$ cat src/rtl/wb_arbiter.sv
// -----------------------------------------------------------------------------
// wb_arbiter
//
// Register-file write-back arbiter for a pipeline (port A) and a multi-cycle
// unit (port B).
//
// Port A is never back-pressured. Its write reaches the output registers one
// cycle after it is presented. Port B results are buffered in a 2-entry FIFO.
// The FIFO head is written back only in cycles in which port A is idle.
//
// A 32-bit pending scoreboard tracks port B destinations that have been issued
// but not yet written. It raises a combinational stall request for decode.
//
// Configuration macro:
//   WB_FIFO_BYPASS_EN - when defined, a port B result that arrives while the
//                       FIFO is empty and port A is idle skips the FIFO
//                       (1-cycle latency). When undefined, every port B
//                       result passes through the FIFO (2-cycle minimum).
//
// Ports:
//   clk, rst            clock, synchronous active-high reset
//   a_we/a_waddr/a_wdata  port A write (register 0 is dropped)
//   b_valid/b_waddr/b_wdata, b_ready  port B result handshake
//   b_issue, b_issue_addr  decode issuing a port B operation (sets pending)
//   re1/raddr1, re2/raddr2, id_waddr_chk  decode hazard check inputs
//   stallreq            decode must stall
//   we/waddr/wdata      registered register-file write
// -----------------------------------------------------------------------------
module wb_arbiter (
    input  logic        clk,
    input  logic        rst,
    input  logic        a_we,
    input  logic [4:0]  a_waddr,
    input  logic [31:0] a_wdata,
    input  logic        b_valid,
    input  logic [4:0]  b_waddr,
    input  logic [31:0] b_wdata,
    output logic        b_ready,
    input  logic        b_issue,
    input  logic [4:0]  b_issue_addr,
    input  logic        re1,
    input  logic        re2,
    input  logic [4:0]  raddr1,
    input  logic [4:0]  raddr2,
    input  logic [4:0]  id_waddr_chk,
    output logic        stallreq,
    output logic        we,
    output logic [4:0]  waddr,
    output logic [31:0] wdata
);

    // FIFO state
    logic [4:0]  fifo_addr_q [2];
    logic [31:0] fifo_data_q [2];
    logic        wr_ptr_q, wr_ptr_d;
    logic        rd_ptr_q, rd_ptr_d;
    logic [1:0]  count_q, count_d;

    // Output registers
    logic        we_q, we_d;
    logic [4:0]  waddr_q, waddr_d;
    logic [31:0] wdata_q, wdata_d;

    // Pending scoreboard; bit 0 is never stored
    logic [31:1] pend_q;
    logic [31:0] pending;

    logic a_act;
    logic b_hs;
    logic b_keep;
    logic deq;
    logic enq;
    logic bypass;
    logic b_load;

    assign a_act  = a_we && (a_waddr != 5'd0);
    // Ready depends only on the registered count, so it never waits on b_valid.
    assign b_ready = rst || (count_q != 2'd2);
    assign b_hs   = b_valid && b_ready;
    // Register-0 results complete the handshake but are never stored.
    assign b_keep = b_hs && (b_waddr != 5'd0);
    assign deq    = !a_act && (count_q != 2'd0);

`ifdef WB_FIFO_BYPASS_EN
    assign bypass = !a_act && (count_q == 2'd0) && b_keep;
`else
    assign bypass = 1'b0;
`endif

    assign enq = b_keep && !bypass;

    // Write selection: port A first, then the FIFO head, then the bypass path.
    always_comb begin
        we_d    = 1'b0;
        waddr_d = 5'd0;
        wdata_d = 32'd0;
        b_load  = 1'b0;
        if (a_act) begin
            we_d    = 1'b1;
            waddr_d = a_waddr;
            wdata_d = a_wdata;
        end else if (deq) begin
            we_d    = 1'b1;
            waddr_d = fifo_addr_q[rd_ptr_q];
            wdata_d = fifo_data_q[rd_ptr_q];
            b_load  = 1'b1;
        end else if (bypass) begin
            we_d    = 1'b1;
            waddr_d = b_waddr;
            wdata_d = b_wdata;
            b_load  = 1'b1;
        end
    end

    always_comb begin
        wr_ptr_d = wr_ptr_q ^ enq;
        rd_ptr_d = rd_ptr_q ^ deq;
        count_d  = count_q;
        unique case ({enq, deq})
            2'b10:   count_d = count_q + 2'd1;
            2'b01:   count_d = count_q - 2'd1;
            default: count_d = count_q;
        endcase
    end

    always_ff @(posedge clk) begin
        if (rst) begin
            we_q     <= 1'b0;
            waddr_q  <= 5'd0;
            wdata_q  <= 32'd0;
            wr_ptr_q <= 1'b0;
            rd_ptr_q <= 1'b0;
            count_q  <= 2'd0;
        end else begin
            we_q     <= we_d;
            waddr_q  <= waddr_d;
            wdata_q  <= wdata_d;
            wr_ptr_q <= wr_ptr_d;
            rd_ptr_q <= rd_ptr_d;
            count_q  <= count_d;
        end
    end

    // FIFO storage needs no reset: the pointer and count reset discard it.
    generate
        for (genvar gi = 0; gi < 2; gi++) begin : g_fifo
            always_ff @(posedge clk) begin
                if (enq && (wr_ptr_q == 1'(gi))) begin
                    fifo_addr_q[gi] <= b_waddr;
                    fifo_data_q[gi] <= b_wdata;
                end
            end
        end
    endgenerate

    // Pending bits: a bit is cleared on the edge that loads its port B write
    // into the output registers. A same-cycle issue to that bit takes priority.
    generate
        for (genvar gi = 1; gi < 32; gi++) begin : g_pend
            logic set_bit;
            logic clr_bit;
            assign set_bit = b_issue && (b_issue_addr == 5'(gi));
            assign clr_bit = b_load && (waddr_d == 5'(gi));
            always_ff @(posedge clk) begin
                if (rst) begin
                    pend_q[gi] <= 1'b0;
                end else if (set_bit) begin
                    pend_q[gi] <= 1'b1;
                end else if (clr_bit) begin
                    pend_q[gi] <= 1'b0;
                end
            end
        end
    endgenerate

    assign pending = {pend_q, 1'b0};

    // The pending bit is already clear in the cycle that writes the register.
    // The register file forwards wdata in that cycle, so no extra term is needed.
    assign stallreq = !rst && ((re1 && pending[raddr1]) ||
                               (re2 && pending[raddr2]) ||
                               pending[id_waddr_chk]);

    assign we    = we_q;
    assign waddr = waddr_q;
    assign wdata = wdata_q;

endmodule
$ cat config.mk
export PLATFORM = sky130hd
export DESIGN_NAME = wb_arbiter
export DESIGN_NICKNAME = d
export VERILOG_FILES = /design/src/rtl/wb_arbiter.sv
export SDC_FILE = /design/constraint.sdc
export NUM_CORES = 1
export LEC_CHECK = 0
export ABC_AREA = 1
export CAP_MARGIN = 10
export CORE_AREA = 2 2 124 126
export CTS_CLUSTER_SIZE = 24
export DETAILED_ROUTE_END_ITERATION = 7
export DIE_AREA = 0 0 126 128
export PLACE_DENSITY_LB_ADDON = 0.08
export SLEW_MARGIN = 20
export SYNTH_ARGS = -nofsm -noshare
export SYNTH_HDL_FRONTEND = slang
export SYNTH_SLANG_ARGS = --single-unit
$ cat constraint.sdc
create_clock -name clk -period 2.45 [get_ports clk]
set_clock_uncertainty 0.1 [all_clocks]
set_input_delay 0.245 -clock clk [delete_from_list [all_inputs] [get_ports clk]]
set_output_delay 0.245 -clock clk [all_outputs]
set_load 0.005 [all_outputs]
Word level (Yosys, flattened, before mapping)
Memories as Yosys holds them, arrays and structs flattened. A register that Yosys moved wholly into a read port is not among the register bits.
Index checks and enable logic that the tools add are counted.
Storage, ports and cells
  register bits after elaboration: 73
  memory bits (writable): 74
  bits of input ports: 101
  output and inout bits: 40
  word-level logic and storage cells: 313
  memories kept: 2
Memories
  fifo_data_q: depth 2, width 32, rd ports 1, clocked after Yosys merged registers in 1, write ports 1, line 54  | logic [31:0] fifo_data_q [2];
  fifo_addr_q: depth 2, width 5, rd ports 1, clocked after Yosys merged registers in 1, write ports 1, line 53  | logic [4:0] fifo_addr_q [2];
Cells by class
  add/subtract/negate cells: 2
  magnitude comparators: 3
  equal/unequal tests: 65
  muxes and demuxes: 88
  bitwise logic cells: 3
  reduce and logical (&&, ||, !) cells: 113
Operator list (count)
  $eq 5x5->1 const B: 32
  $mux 32: 3
  $eq 5x4->1 const B: 16
  $mux 1: 78
  $logic_and 1x1->1: 71
  $reduce_bool 2->1: 33
  $eq 5x3->1 const B: 8
  $reduce_or 32->1: 1
  $eq 5x2->1 const B: 4
  $lt 5x6->1 const B: 3
  $bmux 1 s5: 3
  $mux 5: 3
  $eq 5x1->1 const B: 2
  $reduce_bool 5->1: 2
  $reduce_or 5->1: 1
  $pmux 2 s2: 1
  $logic_or 1x1->1: 3
  $add 2x1->2 const B: 1
  $eq 2x1->1 const B: 1
  $eq 2x2->1 const B: 1
  $logic_not 1->1: 2
  $ne 2x2->1 const B: 1
  $sub 2x1->2 const B: 1
  $xor 1x1->1: 2
  $not 1->1: 1

Depth between registers and ports, before layout
  word-level depth: 10
  gate-level depth with buffers: 13

Worst setup path before layout
No wires, ideal clock.
  path kind: in2reg
  start: input port rst
  end: memory fifo_addr_q[1][0], enable pin
  arrival time: 1.868 ns
  required time: 1.952 ns
  slack: 0.084 ns
  stages: 6
  buffers on the path: 1
  cell sequence: clkbuf_1 > inv_1 > nand3_1 > nand2_1 > nor2_1 > ha_1
Between the ends
  longest elaborated chain between the ends: 8
Ends and longest elaborated chain
  start: declaration: line 31  | input logic rst,
  $logic_or 1x1->1 (*): line 78  | assign b_ready = rst || (count_q != 2'd2);
  named net b_ready: line 38  | output logic b_ready,
  $logic_and 1x1->1 (*): line 79  | assign b_hs = b_valid && b_ready;
  $logic_and 1x1->1 (*): line 81  | assign b_keep = b_hs && (b_waddr != 5'd0);
  $logic_and 1x1->1: line 148  | if (enq && (wr_ptr_q == 1'(gi))) begin
  $mux 1: line 148
  $mux 1 (implied by the code): line 149  | fifo_addr_q[gi] <= b_waddr;
  $reduce_or 5->1 (no source line)
  $mux 1 (no source line)
  end: declaration: line 53
The timed path passes the listed nets; every way through them passes the cells marked *.

Worst setup path in the final report
  start: register pend_q[24] (netlist name)
  end: output port stallreq
Between the ends
  longest elaborated chain between the ends: 6
Ends and longest elaborated chain
  start: declaration: line 65  | logic [31:1] pend_q;
  start signal: indexed assignment: line 166  | pend_q[gi] <= 1'b0;
  start signal: indexed assignment: line 168  | pend_q[gi] <= 1'b1;
  start signal: indexed assignment: line 170  | pend_q[gi] <= 1'b0;
  $bmux 1 s5 (on tied branches): line 180, 181
  $mux 1 (on tied branches): line 180, 181
  $logic_and 1x1->1 (on tied branches): line 180, 181
  $logic_or 1x1->1: line 180  | assign stallreq = !rst && ((re1 && pending[raddr1]) ||
  $logic_or 1x1->1 (*): line 181  | (re2 && pending[raddr2]) ||
  $logic_and 1x1->1 (*): line 180
  end: declaration: line 46  | output logic stallreq,
Mark *: on every way between the ends. The rest lies on a longest branch, timed or not. The select of a mux whose other input is x is not followed.

==> run_summary.xml <==
<?xml version="1.0" encoding="UTF-8"?>
<metrics>
  <group name="timing">
    <metric name="finalCriticalPeriod" unit="ns">2.26</metric>
    <metric name="worst_pin_slew" unit="ns">0.778</metric>
    <metric name="max_freq" unit="MHz">442</metric>
    <metric name="finalCritPeriodShare" unit="">0.924</metric>
    <metric name="hold-worst-slack" unit="ns">0.0621</metric>
    <metric name="max_slew_margin" unit="">0.482</metric>
    <metric name="finalWorstSetupSlack" unit="ns">0.187</metric>
    <metric name="hold_viol" unit="">0</metric>
    <metric name="drv_slew" unit="">0</metric>
    <metric name="rsz0062_at_grt" unit="">no</metric>
    <metric name="finalSetupViolations" unit="">0</metric>
  </group>
  <group name="detailed_routing">
    <metric name="drt.antenna.violating_nets" unit="">0</metric>
    <metric name="drt-wirelength-per-cell" unit="microns">14.9</metric>
    <metric name="route.detailed.drc" unit="">0</metric>
    <metric name="routed_via_density" unit="">5.02</metric>
    <metric name="num_vias" unit="">6022</metric>
    <metric name="detailedRoute.firstIterationViolations" unit="">389</metric>
    <metric name="drt_wirelength" unit="microns">17900</metric>
    <metric name="detail_route.first_pass.iterations" unit="">5</metric>
  </group>
  <group name="logic_synthesis">
    <metric name="ys_dominant_reg_cell" unit="">sky130_fd_sc_hd__edfxtp_1</metric>
    <metric name="adder_cell_share_of_the_synthesized_area" unit="">0.00549</metric>
    <metric name="syn_avg_cell_area" unit="sq um">8.02</metric>
    <metric name="ys_warn_count" unit="">0</metric>
    <metric name="netlist_area" unit="sq mm">0.00683</metric>
    <metric name="synth_enable_flop_cells" unit="">74</metric>
    <metric name="synth-seq-cells" unit="">147</metric>
    <metric name="synthesized_area_fraction_occupied_by_ao_oa_aoi_and_oai_cells" unit="">0.0625</metric>
    <metric name="synthMuxAreaShare" unit="">0.00330</metric>
    <metric name="syn_inst" unit="">852</metric>
    <metric name="syn_nets" unit="">956</metric>
    <metric name="synth_top_family_by_area" unit="">simple AND/OR/NAND/NOR gates</metric>
    <metric name="synth_seq_area_share" unit="">0.539</metric>
    <metric name="yosys.area_share.simple" unit="">0.324</metric>
    <metric name="synth-xor-area-share" unit="">0</metric>
    <metric name="postSynth.asyncResetShare" unit="">0</metric>
    <metric name="synth.lib_cells_used.distinct" unit="">30</metric>
  </group>
  <group name="global_routing">
    <metric name="use_met1" unit="">0.290</metric>
    <metric name="number_of_antenna_violations_at_the_first_check_in_global_routing" unit="">0</metric>
    <metric name="grt_pass1_vias" unit="">5718</metric>
    <metric name="grt_busiest_layer" unit="">met2</metric>
    <metric name="globalRouteOverflowTotal" unit="">0</metric>
    <metric name="grt_max_degree" unit="">71</metric>
    <metric name="grt_first_pass_wirelength" unit="microns">28700</metric>
    <metric name="track_usage" unit="">0.229</metric>
    <metric name="grt_use_met3" unit="">0.0622</metric>
    <metric name="use_met2" unit="">0.375</metric>
  </group>
  <group name="layout">
    <metric name="layout.nets" unit="">1103</metric>
    <metric name="syn_to_final_growth" unit="%">34.2</metric>
    <metric name="nFillCells" unit="">1345</metric>
    <metric name="diodes_inserted" unit="">0</metric>
    <metric name="post_route_cells_drive_above_1_share" unit="">0.107</metric>
  </group>
  <group name="clock_tree">
    <metric name="cts.clk_slew.worst_paths" unit="ns">0.06</metric>
    <metric name="cts_root_buffer" unit="">sky130_fd_sc_hd__clkbuf_16</metric>
    <metric name="clkLatencyLatePin" unit="ns">0.42</metric>
    <metric name="post_cts_resize_count" unit="">17</metric>
    <metric name="cts.hold.buffers_added" unit="">0</metric>
    <metric name="post-cts-setup-buffers" unit="">0</metric>
    <metric name="cts.htree.levels" unit="">4</metric>
    <metric name="clock_path_buffers" unit="">2</metric>
    <metric name="numCtsBuffers" unit="">17</metric>
    <metric name="clock_tree_from_tritoncts" unit="">built</metric>
    <metric name="clock-sinks" unit="">147</metric>
  </group>
  <group name="floorplan">
    <metric name="floorplan.io_pins" unit="">141</metric>
    <metric name="overall_die_area" unit="sq mm">0.0161</metric>
    <metric name="core_region_area" unit="sq mm">0.0149</metric>
    <metric name="row_count" unit="">45</metric>
    <metric name="start_util" unit="">0.460</metric>
    <metric name="dieWidth" unit="microns">126</metric>
    <metric name="die_height" unit="microns">128</metric>
  </group>
  <group name="outcome">
    <metric name="status" unit="">finished clean</metric>
  </group>
  <group name="place">
    <metric name="detailedPlace.worstSlack" unit="ns">-0.129</metric>
    <metric name="place.port_buffers" unit="">140</metric>
    <metric name="hpwl" unit="microns">12700</metric>
    <metric name="gp_routability_congestion" unit="">0.912</metric>
  </group>
  <group name="hold_path">
    <metric name="min_path_cells" unit="">4</metric>
    <metric name="hold_class" unit="">in2reg</metric>
  </group>
  <group name="critical_path">
    <metric name="criticalPathCategory" unit="">reg2out</metric>
    <metric name="arrival" unit="ns">1.92</metric>
    <metric name="worstSetupEndpointType" unit="">output port</metric>
    <metric name="timing.critical_path.from_type" unit="">flop</metric>
    <metric name="critical_path.max_fanout" unit="">4</metric>
    <metric name="reg2regPathDepth" unit="">11</metric>
    <metric name="cp.required" unit="ns">2.11</metric>
  </group>
  <group name="run">
    <metric name="drv_cap" unit="">0</metric>
  </group>
  <group name="power">
    <metric name="static-leakage-power" unit="nW">3.62</metric>
    <metric name="ir_drop" unit="V">0.000579</metric>
    <metric name="power_density" unit="mW/mm^2">727</metric>
    <metric name="design_power_total" unit="W">0.00667</metric>
  </group>
</metrics>
-- flip-flops by register name, summed over array words and instances, names as in the netlist --
signal	flops
fifo_data_q	64
wdata	32
pend_q	31
fifo_addr_q	10
waddr	5
count_q	2
rd_ptr_q	1
we	1
wr_ptr_q	1
-- placed cells by master, fill, tap and decap left out, types with 2 or more instances in the layout --
| master | n |
|---|---|
| sky130_fd_sc_hd__nor2_1 | 39 |
| sky130_fd_sc_hd__ha_2 | 2 |
| sky130_fd_sc_hd__clkinvlp_4 | 2 |
| sky130_fd_sc_hd__inv_1 | 54 |
| sky130_fd_sc_hd__inv_4 | 3 |
| sky130_fd_sc_hd__clkdlybuf4s50_1 | 136 |
| sky130_fd_sc_hd__inv_2 | 7 |
| sky130_fd_sc_hd__or2_2 | 3 |
| sky130_fd_sc_hd__o21ai_0 | 4 |
| sky130_fd_sc_hd__o211ai_1 | 8 |
| sky130_fd_sc_hd__nand2_2 | 6 |
| sky130_fd_sc_hd__nand3_1 | 93 |
| sky130_fd_sc_hd__bufinv_16 | 3 |
| sky130_fd_sc_hd__edfxtp_1 | 74 |
| sky130_fd_sc_hd__clkbuf_16 | 17 |
| sky130_fd_sc_hd__dlygate4sd2_1 | 3 |
| sky130_fd_sc_hd__nor2_4 | 4 |
| sky130_fd_sc_hd__nor2_2 | 2 |
| sky130_fd_sc_hd__clkinv_2 | 4 |
| sky130_fd_sc_hd__nand2_4 | 6 |
| sky130_fd_sc_hd__dfxtp_2 | 6 |
| sky130_fd_sc_hd__buf_12 | 6 |
| sky130_fd_sc_hd__inv_6 | 3 |
| sky130_fd_sc_hd__buf_4 | 19 |
| sky130_fd_sc_hd__dfxtp_1 | 65 |
| sky130_fd_sc_hd__nand3b_1 | 2 |
| sky130_fd_sc_hd__clkinv_4 | 2 |
| sky130_fd_sc_hd__a21oi_1 | 68 |
| sky130_fd_sc_hd__nand3_2 | 7 |
| sky130_fd_sc_hd__nand2_1 | 351 |
| sky130_fd_sc_hd__dfxtp_4 | 2 |
-- logic make-up after synthesis --
kind of cell    Yosys count
buf+inv                 104
compound gates           81
fa+ha+maj                 3
simple gates            516
flops                   147
mux                       1
-- through the flow --
stage          cell area [sq um]  std cells  setup TNS (ns)   util
2_1_floorplan               6830        852               0      -
3_3_place_gp                8550       1168          -0.115  0.575
3_5_place_dp                8550       1168          -0.129  0.575
4_1_cts                     9170       1199               0  0.617
5_1_grt                     9170       1199               0  0.617
6_report                    9170       1199               0  0.617
-- path summary, 6_finish.rpt --
kind	from	endpoint	slack [ns]
max	pend_q[24]	stallreq	0.19
min reg2reg	pend_q[3]	pend_q[3]	0.37
min	rst	rd_ptr_q	0.06
max reg2reg	count_q[0]	count_q[1]	0.55
-- cell type report --
| class | instances | area [sq um] | share of cell area |
|---|---|---|---|
| inverters | 66 | 262 | 0.0285 |
| well taps | 188 | 235 | 0.0257 |
| repair buffers | 166 | 1670 | 0.182 |
| multi-input cells | 601 | 2720 | 0.296 |
| clock buffers | 18 | 429 | 0.0468 |
| flip-flops and latches | 147 | 3700 | 0.403 |
| clock inverters | 13 | 159 | 0.0173 |
-- critical path: stages (launching register included) --
cell                            delay [ns]
sky130_fd_sc_hd__dfxtp_4              0.36
sky130_fd_sc_hd__or2_2                0.29
sky130_fd_sc_hd__nand3_1              0.07
sky130_fd_sc_hd__nand3_1              0.06
sky130_fd_sc_hd__nand3_1              0.08
sky130_fd_sc_hd__nand3_1              0.09
sky130_fd_sc_hd__nand3_2              0.09
sky130_fd_sc_hd__nand3_2              0.10
sky130_fd_sc_hd__nand2_1              0.07
sky130_fd_sc_hd__inv_1                0.03
sky130_fd_sc_hd__dlygate4sd2_1        0.25
-- cells in the mapped netlist, types with 8 or more instances --
| cell type | n | area, sq um |
|---|---|---|
| sky130_fd_sc_hd__nor2_1 | 39 | 146 |
| sky130_fd_sc_hd__o211ai_1 | 8 | 60.1 |
| sky130_fd_sc_hd__inv_2 | 8 | 30.0 |
| sky130_fd_sc_hd__inv_1 | 54 | 203 |
| sky130_fd_sc_hd__edfxtp_1 | 74 | 2220 |
| sky130_fd_sc_hd__a21oi_1 | 68 | 340 |
| sky130_fd_sc_hd__nand3_1 | 95 | 475 |
| sky130_fd_sc_hd__dfxtp_1 | 73 | 1460 |
| sky130_fd_sc_hd__nand2_1 | 351 | 1320 |
| sky130_fd_sc_hd__clkbuf_1 | 20 | 75.1 |
| sky130_fd_sc_hd__buf_2 | 12 | 60.1 |
-- per-layer routing --
layer	wire length, microns	vias up	part of all wire
met5	0	-	0
met4	460	0	0.026
met3	1220	36	0.068
met2	8510	205	0.48
met1	7720	2724	0.43
li1	-	3057	-
-- where the power goes --
group,internal [W],total (W),switching [W]
Combinational,0.000529,0.00123,0.000701
Clock,0.00159,0.00258,0.000989
Sequential,0.00279,0.00285,0.0000643
Total,0.00491,0.00667,0.00175
Power figures use the tool's default switching activity.
